$ cat src/rtl/edge_loader.sv
// Edge-table writer: packs (src, dst) edge pairs into ping-pong edge RAM banks and
// publishes each closed bank to the scheduler. `task` is a reserved word, so that port is task_pending.
module edge_loader #(
  parameter int unsigned NODE_W = 12,
  parameter int unsigned DEPTH  = 32,
  parameter int unsigned ADDR_W = 5
) (
  input  logic                  clk,
  input  logic                  rst,
  input  logic                  s_valid,
  output logic                  s_ready,
  input  logic [NODE_W-1:0]     s_src,
  input  logic [NODE_W-1:0]     s_dst,
  input  logic                  s_last,
  output logic                  wr_en,
  output logic                  wr_bank,
  output logic [ADDR_W-1:0]     wr_addr,
  output logic [2*NODE_W-1:0]   wr_data,
  output logic [1:0]            bank_valid,
  output logic [ADDR_W:0]       bank_count0,
  output logic [ADDR_W:0]       bank_count1,
  output logic [1:0]            bank_last,
  input  logic [1:0]            bank_release,
  output logic                  task_pending
);

  typedef enum logic [1:0] {FILL, CLOSE, WAIT} state_t;

  localparam logic [ADDR_W:0] LAST_PTR = (ADDR_W+1)'(DEPTH - 1);
  localparam logic [ADDR_W:0] PTR_ONE  = (ADDR_W+1)'(1);

  state_t          state;
  logic            fill_bank;
  logic [ADDR_W:0] wr_ptr;
  logic            close_last;

  logic            accept;
  logic            closing;
  logic            other_bank;
  logic [1:0]      freed;

  assign accept       = s_valid & s_ready;
  assign closing      = accept & ((wr_ptr == LAST_PTR) | s_last);
  assign other_bank   = ~fill_bank;
  assign freed        = bank_valid & bank_release;
  assign task_pending = |bank_valid;

  always_ff @(posedge clk) begin
    if (rst) begin
      state       <= FILL;
      fill_bank   <= 1'b0;
      wr_ptr      <= '0;
      close_last  <= 1'b0;
      s_ready     <= 1'b0;
      wr_en       <= 1'b0;
      wr_bank     <= 1'b0;
      wr_addr     <= '0;
      wr_data     <= '0;
      bank_valid  <= '0;
      bank_count0 <= '0;
      bank_count1 <= '0;
      bank_last   <= '0;
    end else begin
      wr_en <= accept;
      if (accept) begin
        wr_bank <= fill_bank;
        wr_addr <= wr_ptr[ADDR_W-1:0];
        wr_data <= {s_dst, s_src};
        wr_ptr  <= wr_ptr + PTR_ONE;
      end

      // Releases of non-valid banks are masked out by freed
      if (freed[0]) begin
        bank_valid[0] <= 1'b0;
        bank_last[0]  <= 1'b0;
        bank_count0   <= '0;
      end
      if (freed[1]) begin
        bank_valid[1] <= 1'b0;
        bank_last[1]  <= 1'b0;
        bank_count1   <= '0;
      end

      unique case (state)
        FILL: begin
          if (closing) begin
            state      <= CLOSE;
            s_ready    <= 1'b0;
            close_last <= s_last;
          end else begin
            s_ready <= 1'b1;
          end
        end
        CLOSE: begin
          // wr_ptr already counts the closing edge, so it is the entry count
          bank_valid[fill_bank] <= 1'b1;
          bank_last[fill_bank]  <= close_last;
          if (fill_bank) bank_count1 <= wr_ptr;
          else           bank_count0 <= wr_ptr;
          fill_bank <= other_bank;
          wr_ptr    <= '0;
          if (bank_valid[other_bank] && !bank_release[other_bank]) begin
            state   <= WAIT;
            s_ready <= 1'b0;
          end else begin
            state   <= FILL;
            s_ready <= 1'b1;
          end
        end
        WAIT: begin
          if (bank_release[fill_bank]) begin
            state   <= FILL;
            s_ready <= 1'b1;
          end
        end
        default: begin
          state   <= FILL;
          s_ready <= 1'b0;
        end
      endcase
    end
  end

endmodule

$ cat config.mk
export PLATFORM = sky130hd
export DESIGN_NAME = edge_loader
export DESIGN_NICKNAME = d
export VERILOG_FILES = /design/src/rtl/edge_loader.sv
export SDC_FILE = /design/constraint.sdc
export NUM_CORES = 1
export LEC_CHECK = 0
export ABC_AREA = 0
export CORE_AREA = 2 2 89 70
export CTS_CLUSTER_DIAMETER = 200
export DETAILED_ROUTE_END_ITERATION = 7
export DIE_AREA = 0 0 91 72
export HOLD_SLACK_MARGIN = 0.02
export PLACE_DENSITY = 0.74
export SLEW_MARGIN = 20
export SYNTH_ARGS = -nofsm -noshare
export SYNTH_HDL_FRONTEND = slang
export SYNTH_SLANG_ARGS = --single-unit
$ cat constraint.sdc
create_clock -name clk -period 1.19 [get_ports clk]
set_input_delay 0.238 -clock clk [delete_from_list [all_inputs] [get_ports clk]]
set_output_delay 0.238 -clock clk [all_outputs]
set_load 0.01 [all_outputs]
# --- Word-level counts from Yosys, hierarchy flattened ---
# Cells that the tools add are included.
classes:
  reduce_logical: 8
  eq_ne: 5
  n_bitwise: 6
  order_cmp: 3
  addsub: 1
  multipliers: 0
  shifts: 0
  div: 0
  n_mux: 33
op_table:
  columns: ["operator", "n"]
  rows:
  - ["6-bit two-way mux", 6]
  - ["1-bit two-way mux", 18]
  - ["2-bit two-way mux", 5]
  - ["6-bit by 1-bit adder with 6-bit output, second input constant", 1]
  - ["6-bit by 5-bit equality test with 1-bit output, second input constant", 1]
  - ["2-bit case mux with 3 select lines", 1]
  - ["1-bit by 2-bit less-than comparator with 1-bit output, second input constant", 2]
  - ["2-bit inequality test, second input constant", 2]
  - ["2-bit AND reduction", 2]
  - ["2-bit OR reduction", 2]
  - ["1-bit case mux with 3 select lines", 1]
  - ["1-bit AND", 2]
  - ["2-bit AND", 1]
  - ["2-bit bitwise mux", 1]
  - ["2-bit by 1-bit equality test with 1-bit output, second input constant", 1]
  - ["2-bit equality test, second input constant", 1]
  - ["1-bit logical AND", 2]
  - ["2-bit zero test", 1]
  - ["2-bit OR", 1]
  - ["1-bit demux with 1-bit select", 1]
  - ["1-bit >= comparator, second input constant", 1]
  - ["1-bit zero test", 1]
  - ["1-bit NOT", 1]
  - ["1-bit OR", 1]
totals:
  rom_bits: 0
  latch_bits: 0
  register_bits: 58
  n_memories: 0
  mem_bits_rw: 0
  in_bits: 30

# --- Longest topological paths before layout ---
logic_depth:
  word_depth: 7
  depth_mapped: 5
  mapped_depth_nobuf: 4

# --- Least setup slack after synthesis ---
# Ideal clock, no wire load.
synth_timing:
  path_kind: "reg-to-reg"
  start: "register fill_bank"
  end: "register bank_count0[0]"
  path_slack_ns: -0.009
  stages_incl_launch_ff: 6
  required_time_ns: 1.058
  period_less_slack_ns: 1.199
  t_arrival_ns: 1.066
  cell_sequence: "dfxtp_1 -> clkbuf_2 -> or3b_1 -> buf_2 -> nand3_1 -> a21oi_1"
synth_between:
  elab_chain_len: 2
synth_lines:
  columns: ["element", "line_no", "rtl"]
  rows:
  - ["start: declaration", "33", "logic fill_bank;"]
  - ["start signal: assignment", "100", "fill_bank <= other_bank;"]
  - ["6-bit two-way mux", "98", "if (fill_bank) bank_count1 <= wr_ptr;"]
  - ["6-bit two-way mux", "84", "unique case (state)"]
  - ["end signal: assignment", "99", "else bank_count0 <= wr_ptr;"]
  - ["end: declaration", "20", "output logic [ADDR_W:0] bank_count0,"]
# No other way between the ends.
# A chain may end at the register's enable or synchronous reset.

# --- Worst setup path in the final report ---
layout_timing:
  start: "register bank_valid[0]"
  end: "output port task_pending"
layout_between:
  elab_chain_len: 1
layout_lines:
  columns: ["element", "line_no", "rtl"]
  rows:
  - ["start: declaration", "19", "output logic [1:0] bank_valid,"]
  - ["start signal: assignment", "59", "bank_valid <= '0;"]
  - ["start signal: assignment", "74", "bank_valid[0] <= 1'b0;"]
  - ["start signal: indexed assignment", "96", "bank_valid[fill_bank] <= 1'b1;"]
  - ["2-bit OR reduction", "46", "assign task_pending = |bank_valid;"]
  - ["end: declaration", "24", "output logic task_pending"]
# No other way between the ends.

==> flow_metrics.tcl <==
set metrics [dict create \
    synth-adder-area-share 0.00568 \
    drv_cap 0 \
    slew_headroom 0.793 \
    synth_area_leaders "dfxtp_1 (53%), nand2_1 (13%), a21oi_1 (12%)" \
    synth_xor_area_frac 0.00795 \
    remaining_drc_errors 0 \
    rsz0062_at_grt "yes" \
    synth_area_leader_cell "dfxtp_1" \
    drive_gt1_frac 0.314 \
    synth_fp_nets 296 \
    die_x_um 91 \
    swShare 0.209 \
    max_freq_mhz 803 \
    cp.required_ns 0.95 \
    drt_pre_antenna_iters 4 \
    worstHoldPathType "in2reg" \
    period_needed_ns 1.24 \
    rr_worst_depth 4 \
    layout_commonest_cell "nand2_1" \
    synth_top_family_by_area "simple AND/OR/NAND/NOR gates" \
    yosys.area_share.simple 0.259 \
    grt_max_degree 22 \
    tightest_slew_ns 0.310 \
    antenna_found_initial 0 \
    synth_mux_area_frac 0.00908 \
    r2r-start "state[0]$_SDFFE_PP0P_" \
    seq_power_share 0.432 \
    synth.avg_cell_area_um2 8.32 \
    clk_latency_ns 0.33 \
    p_per_area_nw_per_um2 1350 \
    fin_util 0.615 \
    cp_top_family "flip-flops" \
    synth_compound_area_frac 0.152 \
    critPathKind "reg2out" \
    rrSetupSlack_ns 0.04 \
    switchingPower_mw 0.982 \
    vias 2212 \
    ys_warn_count 0 \
    dpl.hpwl_mm 4.35 \
    cp.arrival_ns 1.01 \
    grt-ovfl-total 0 \
    yosys.area.top_type_share 0.527 \
    cp-startpoint "bank_valid[0]$_SDFF_PP0_" \
    grt_pass1_vias 2014 \
    cts_max_level 3 \
    cp_max_fo 2 \
    clock_path_buffers 2 \
    grt_use_total 0.190 \
    maxSlewViolCount 0 \
    p_leak_nw 1.38 \
    synth_area_um2 2200 \
    r2r-end "close_last$_SDFFE_PP0P_" \
    cp-end-kind "primary output" \
    initial_core_util 0.391 \
    violations "setup timing" \
    antenna_cells 0 \
    rows 24 \
    setup_ws_ns -0.0548 \
    wl_per_cell_um 13.1 \
    skew_ns 0.00451 \
    intPower_mw 3.72 \
    critPathBufInv 1 \
    critical_path_depth 2 \
    dieArea_um2 6550 \
    peakVddDrop_mv 0.818 \
    ys_ff_latch 58 \
    cts_made_buffers 9 \
    cts_tree "yes" \
    crit_path_cell_trace "or2_4 -> buf_6" \
    drtIter0Drc 101 \
    hold_viol_final 0 \
    fin_nets 405 \
    numPortBuffers 78 \
    clkTransAtPathRegs_ns 0.06 \
    ant_nets 0 \
    crit_path_start_kind "flip-flop" \
    syn_to_final_growth_pct 57.4 \
    setup_tns_ns -0.0548 \
    cp-endpoint "task_pending" \
    pwr-share-comb 0.092 \
    cts-root-buf "clkbuf_8" \
    setup_viol 1 \
    seq_area_frac_synth 0.527 \
    routed_wl_mm 5.97 \
    final_cell_mix "nand2_1 (74), a21oi_1 (49), dfxtp_1 (46)" \
    die_y_um 72 \
    io_pins 79 \
    post-route-period-util 1.05 \
    status "finished, violations left" \
    synth_cell_types 35 \
    synth_cells 265 \
    grt_first_pass_wirelength_mm 9.78 \
    clockPowerShare 0.477 \
    vias_per_cell 4.84 \
    cts.sinks 58 \
    fp.coreArea_um2 5650 \
    cp_slowest_stage_delay_ns 0.32 \
    cpMaxStageDelayCell "dfxtp_2" \
    place_congestion 0.791 \
]
logic make-up (layout without fill, tap and decap cells):
kind of cell | after synthesis | in the layout
multiplexers | 2 | 2
XOR/XNOR | 2 | 2
adder cells (fa/ha/maj) | 1 | 1
flip-flops | 58 | 58
AND/OR/NAND/NOR | 121 | 121
buffers and inverters | 19 | 133
AO/OA/AOI/OAI | 62 | 62
timing repair:
| item | CTS | global route |
|---|---|---|
| cloned | 0 | 1 |
| hold buffers | 0 | 0 |
| pin swaps | 5 | 12 |
| gates resized for setup | 96 | 83 |
| endpoints found under the setup margin | 68 | 82 |
| buffers inserted | 0 | 3 |
| hold endpoints to repair | 0 | 0 |
sequential cells by signal, summed over array words and instances, names as in the netlist:
name         flops
wr_en            1
bank_count1      6
s_ready          1
fill_bank        1
bank_valid       2
wr_addr          5
state            2
wr_data         24
bank_last        2
wr_ptr           6
wr_bank          1
close_last       1
bank_count0      6
through the flow:
step                setup slack, ns  power (mW)  area, µm²  hold slack [ns]  cells
CTS                         -0.0765        4.76       3500            0.207    453
global route                 -0.102        4.91       3470            0.221    457
global placement             -0.324        2.52       3250            0.441    437
finish                      -0.0548        4.70       3470            0.222    457
floorplan                    0.0148        2.26       2220            0.374    265
detailed placement           -0.352        2.53       3250            0.447    437
how the worst min path moves through the flow:
stage                              from                       end  slack [ns]  depth (start not counted)
3_5_place_dp   wr_data[16]$_SDFFE_PP0P_  wr_data[16]$_SDFFE_PP0P_        0.45                          2
4_1_cts                             rst  bank_valid[1]$_SDFF_PP0_        0.21                          2
2_1_floorplan                  s_src[0]   wr_data[0]$_SDFFE_PP0P_        0.37                          2
3_3_place_gp   wr_data[23]$_SDFFE_PP0P_  wr_data[23]$_SDFFE_PP0P_        0.44                          2
6_report                            rst     state[1]$_SDFFE_PP0P_        0.22                          2
5_1_grt                             rst     state[1]$_SDFFE_PP0P_        0.22                          2
power by group through the flow:
stage	clock network [mW]	logic [mW]	registers (mW)
after global routing	2.40	0.472	2.04
after detailed placement	0	0.446	2.08
final	2.24	0.431	2.03
after CTS	2.30	0.424	2.04
after floorplan	0	0.160	2.10
after global placement	0	0.442	2.08
layout make-up:
class                      instances  area [µm²]
tap                               78        97.6
timing repair buffer             116         927
multi-input combinational        188        1000
clock buffer                      11         151
fill                             547        2170
inverter                           1        3.75
clock inverter                     5         100
sequential                        58        1190
cells in the mapped netlist, drive strengths merged:
cell type / number
or3: 2
nor2: 3
nor4bb: 1
nor2b: 1
clkbuf: 11
a311o: 1
ha: 1
nand2b: 5
xor2: 1
and4bb: 1
nor3b: 2
nand3b: 2
a21oi: 53
and3b: 2
o31ai: 1
dfxtp: 58
a211oi: 1
o21bai: 1
nand2: 74
inv: 1
and2: 1
nand3: 24
or4: 1
or3b: 1
o21ai: 4
or2: 1
o21a: 1
xnor2: 1
buf: 7
mux2i: 2
routing by layer:
layer | global-route usage | wire (µm) | up-vias
met5 | 0 | 0 | -
met4 | 0.0606 | 76 | 0
met3 | 0.0758 | 361 | 6
met2 | 0.272 | 2700 | 71
met1 | 0.264 | 2830 | 1020
li1 | - | - | 1115
worst register-to-register path, stage by stage (launching register included):
cell and delay (ns):
dfxtp_2 0.33, buf_6 0.13, and4bb_2 0.31, mux2i_1 0.19, a21oi_1 0.08
(Power assumes the default switching activity.)
==> patch (same settings) <==
`ADDR_W`: 5 -> 6.
--- a/src/rtl/edge_loader.sv
+++ b/src/rtl/edge_loader.sv
@@ -3,7 +3,7 @@
 module edge_loader #(
   parameter int unsigned NODE_W = 12,
   parameter int unsigned DEPTH  = 32,
-  parameter int unsigned ADDR_W = 5
+  parameter int unsigned ADDR_W = 6
 ) (
   input  logic                  clk,
   input  logic                  rst,
Interface: changed (resized bank_count0, bank_count1 and wr_addr); port bits go from 79 to 82. No check against the original RTL was run, so the function may have changed too.
==> patch against the original RTL <==
- the run still ends with negative setup slack left
- cell area is 4.9% higher
- power is 2.9% higher
- count of clock-buffer cells in the layout is 2 higher
- sequential cell count is 4 higher
- sequential power is 6% higher
- setup slack worse by 0.0085 ns
- wire length is 9.9% higher
- clock skew is 0.0021 ns higher
- combinational power is 1% lower
- die area stayed put
- synthesized area is 6.0% higher
- largest cell class unchanged
==> patch: results (changes against the original RTL) <==
outcome=finished with violations; violated checks=negative setup slack; via count=2372 (+7.2%); Internal Power=3.81 mW (+2.4%); cells taking the most area after synthesis=dfxtp_1 53%, nand2_1 14%, a21oi_1 12%; share of the yosys chip area belonging to registers=53.1% (+0.44 points); Max Clock Skew=0.00662 ns (+0.00210 ns); number of fillers in the final layout=508 (-7.1%); total met3 wirelength after detailed routing=409 µm (+13%); Met2 Wirelength=3240 µm (+20%); Net count, final=423 (+4.4%); met1 wire length=2870 µm (+1.3%); power after layout=4.84 mW (+2.9%); total track usage=19.8% (+0.83 points); total wire length=6560 µm (+9.9%); wire length of the first global-routing pass=10400 µm (+6.4%); Total Negative Setup Slacks=-0.201 ns (-0.146 ns); worst-path maximum fanout=3 (+1); XOR/XNOR share of the synthesized area=0.749% (-0.045 points); Max transition margin=80.4% (+1.2 points); top cells by instance count after synthesis=86 x nand2_1, 62 x dfxtp_1, 57 x a21oi_1, 19 x nand3_1, 7 x buf_2; largest voltage drop on the vdd net=0.981 mV (+20%); Port-buffer cells=81 (+3.8%); Leak=1.45 nW (+4.5%); area used by multi-input combinational logic=1090 µm² (+9.4%); number of nets produced by synthesis=316 (+6.8%); vias in the first global route=2251 (+12%); total of endpoints with negative setup slack in the final report=5 (+4); layout cells sized above 1=28.3% (-3.1 points); crit path setup slack, layout=-0.0633 ns (-0.00849 ns); share of cell area taken by muxes after synthesis=0.857% (-0.052 points); met1 layer usage reported by global route=25.0% (-1.4 points)
-- patch: cell count changes in the layout (fill, tap and decap cells not counted), sizes merged, moves of 2 or more --
cell,before,now
nand2,74,87
buf,43,36
clkdlybuf4s15,12,19
nand3,24,19
a21oi,53,57
dfxtp,58,62
clkinv,2,0
nand2b,5,3
-- patch: worst paths after layout --
kind | slack (ns) | from | endpoint | cells after the start
worst min register to register | 0.45 | wr_data[22]$_SDFFE_PP0P_ | wr_data[22]$_SDFFE_PP0P_ | 2
worst max-delay path | -0.06 | wr_ptr[1]$_SDFFE_PP0P_ | state[0]$_SDFFE_PP0P_ | 4
worst max register to register | -0.06 | wr_ptr[1]$_SDFFE_PP0P_ | state[0]$_SDFFE_PP0P_ | 4
worst min-delay path | 0.18 | rst | bank_valid[0]$_SDFF_PP0_ | 2
-- patch: per-stage QoR --
stage	hold WS [ns]	instance area [µm²]	worst slack (ns)	cells
6_report	0.177	3640	-0.0633	474
5_1_grt	0.174	3640	-0.104	474
4_1_cts	0.165	3650	-0.0717	470
3_5_place_dp	0.447	3410	-0.347	455
3_3_place_gp	0.441	3410	-0.344	455
2_1_floorplan	0.374	2370	-0.00400	285
-- patch: area by class of cell --
class                           instances  share of cell area (%)
Clock buffer                           13                    5.22
Clock inverter                          2                    1.65
Inverter                                2                   0.206
Multi-Input combinational cell        202                    30.0
Sequential cell                        62                    34.8
Tap cell                               78                    2.68
Timing Repair Buffer                  115                    25.4
-- patch: critical path, stage by stage (launching register included) --
cell	delay, ns
dfxtp_4	0.37
ha_4	0.14
or3b_4	0.41
o21bai_4	0.13
and3_1	0.16
-- patch: repair_timing --
item | CTS | global route
resized for setup | 90 | 83
buffers inserted | 0 | 4
cloned | 0 | 0
pin swaps | 6 | 4
setup endpoints to repair | 68 | 77
hold buffers | 0 | 0
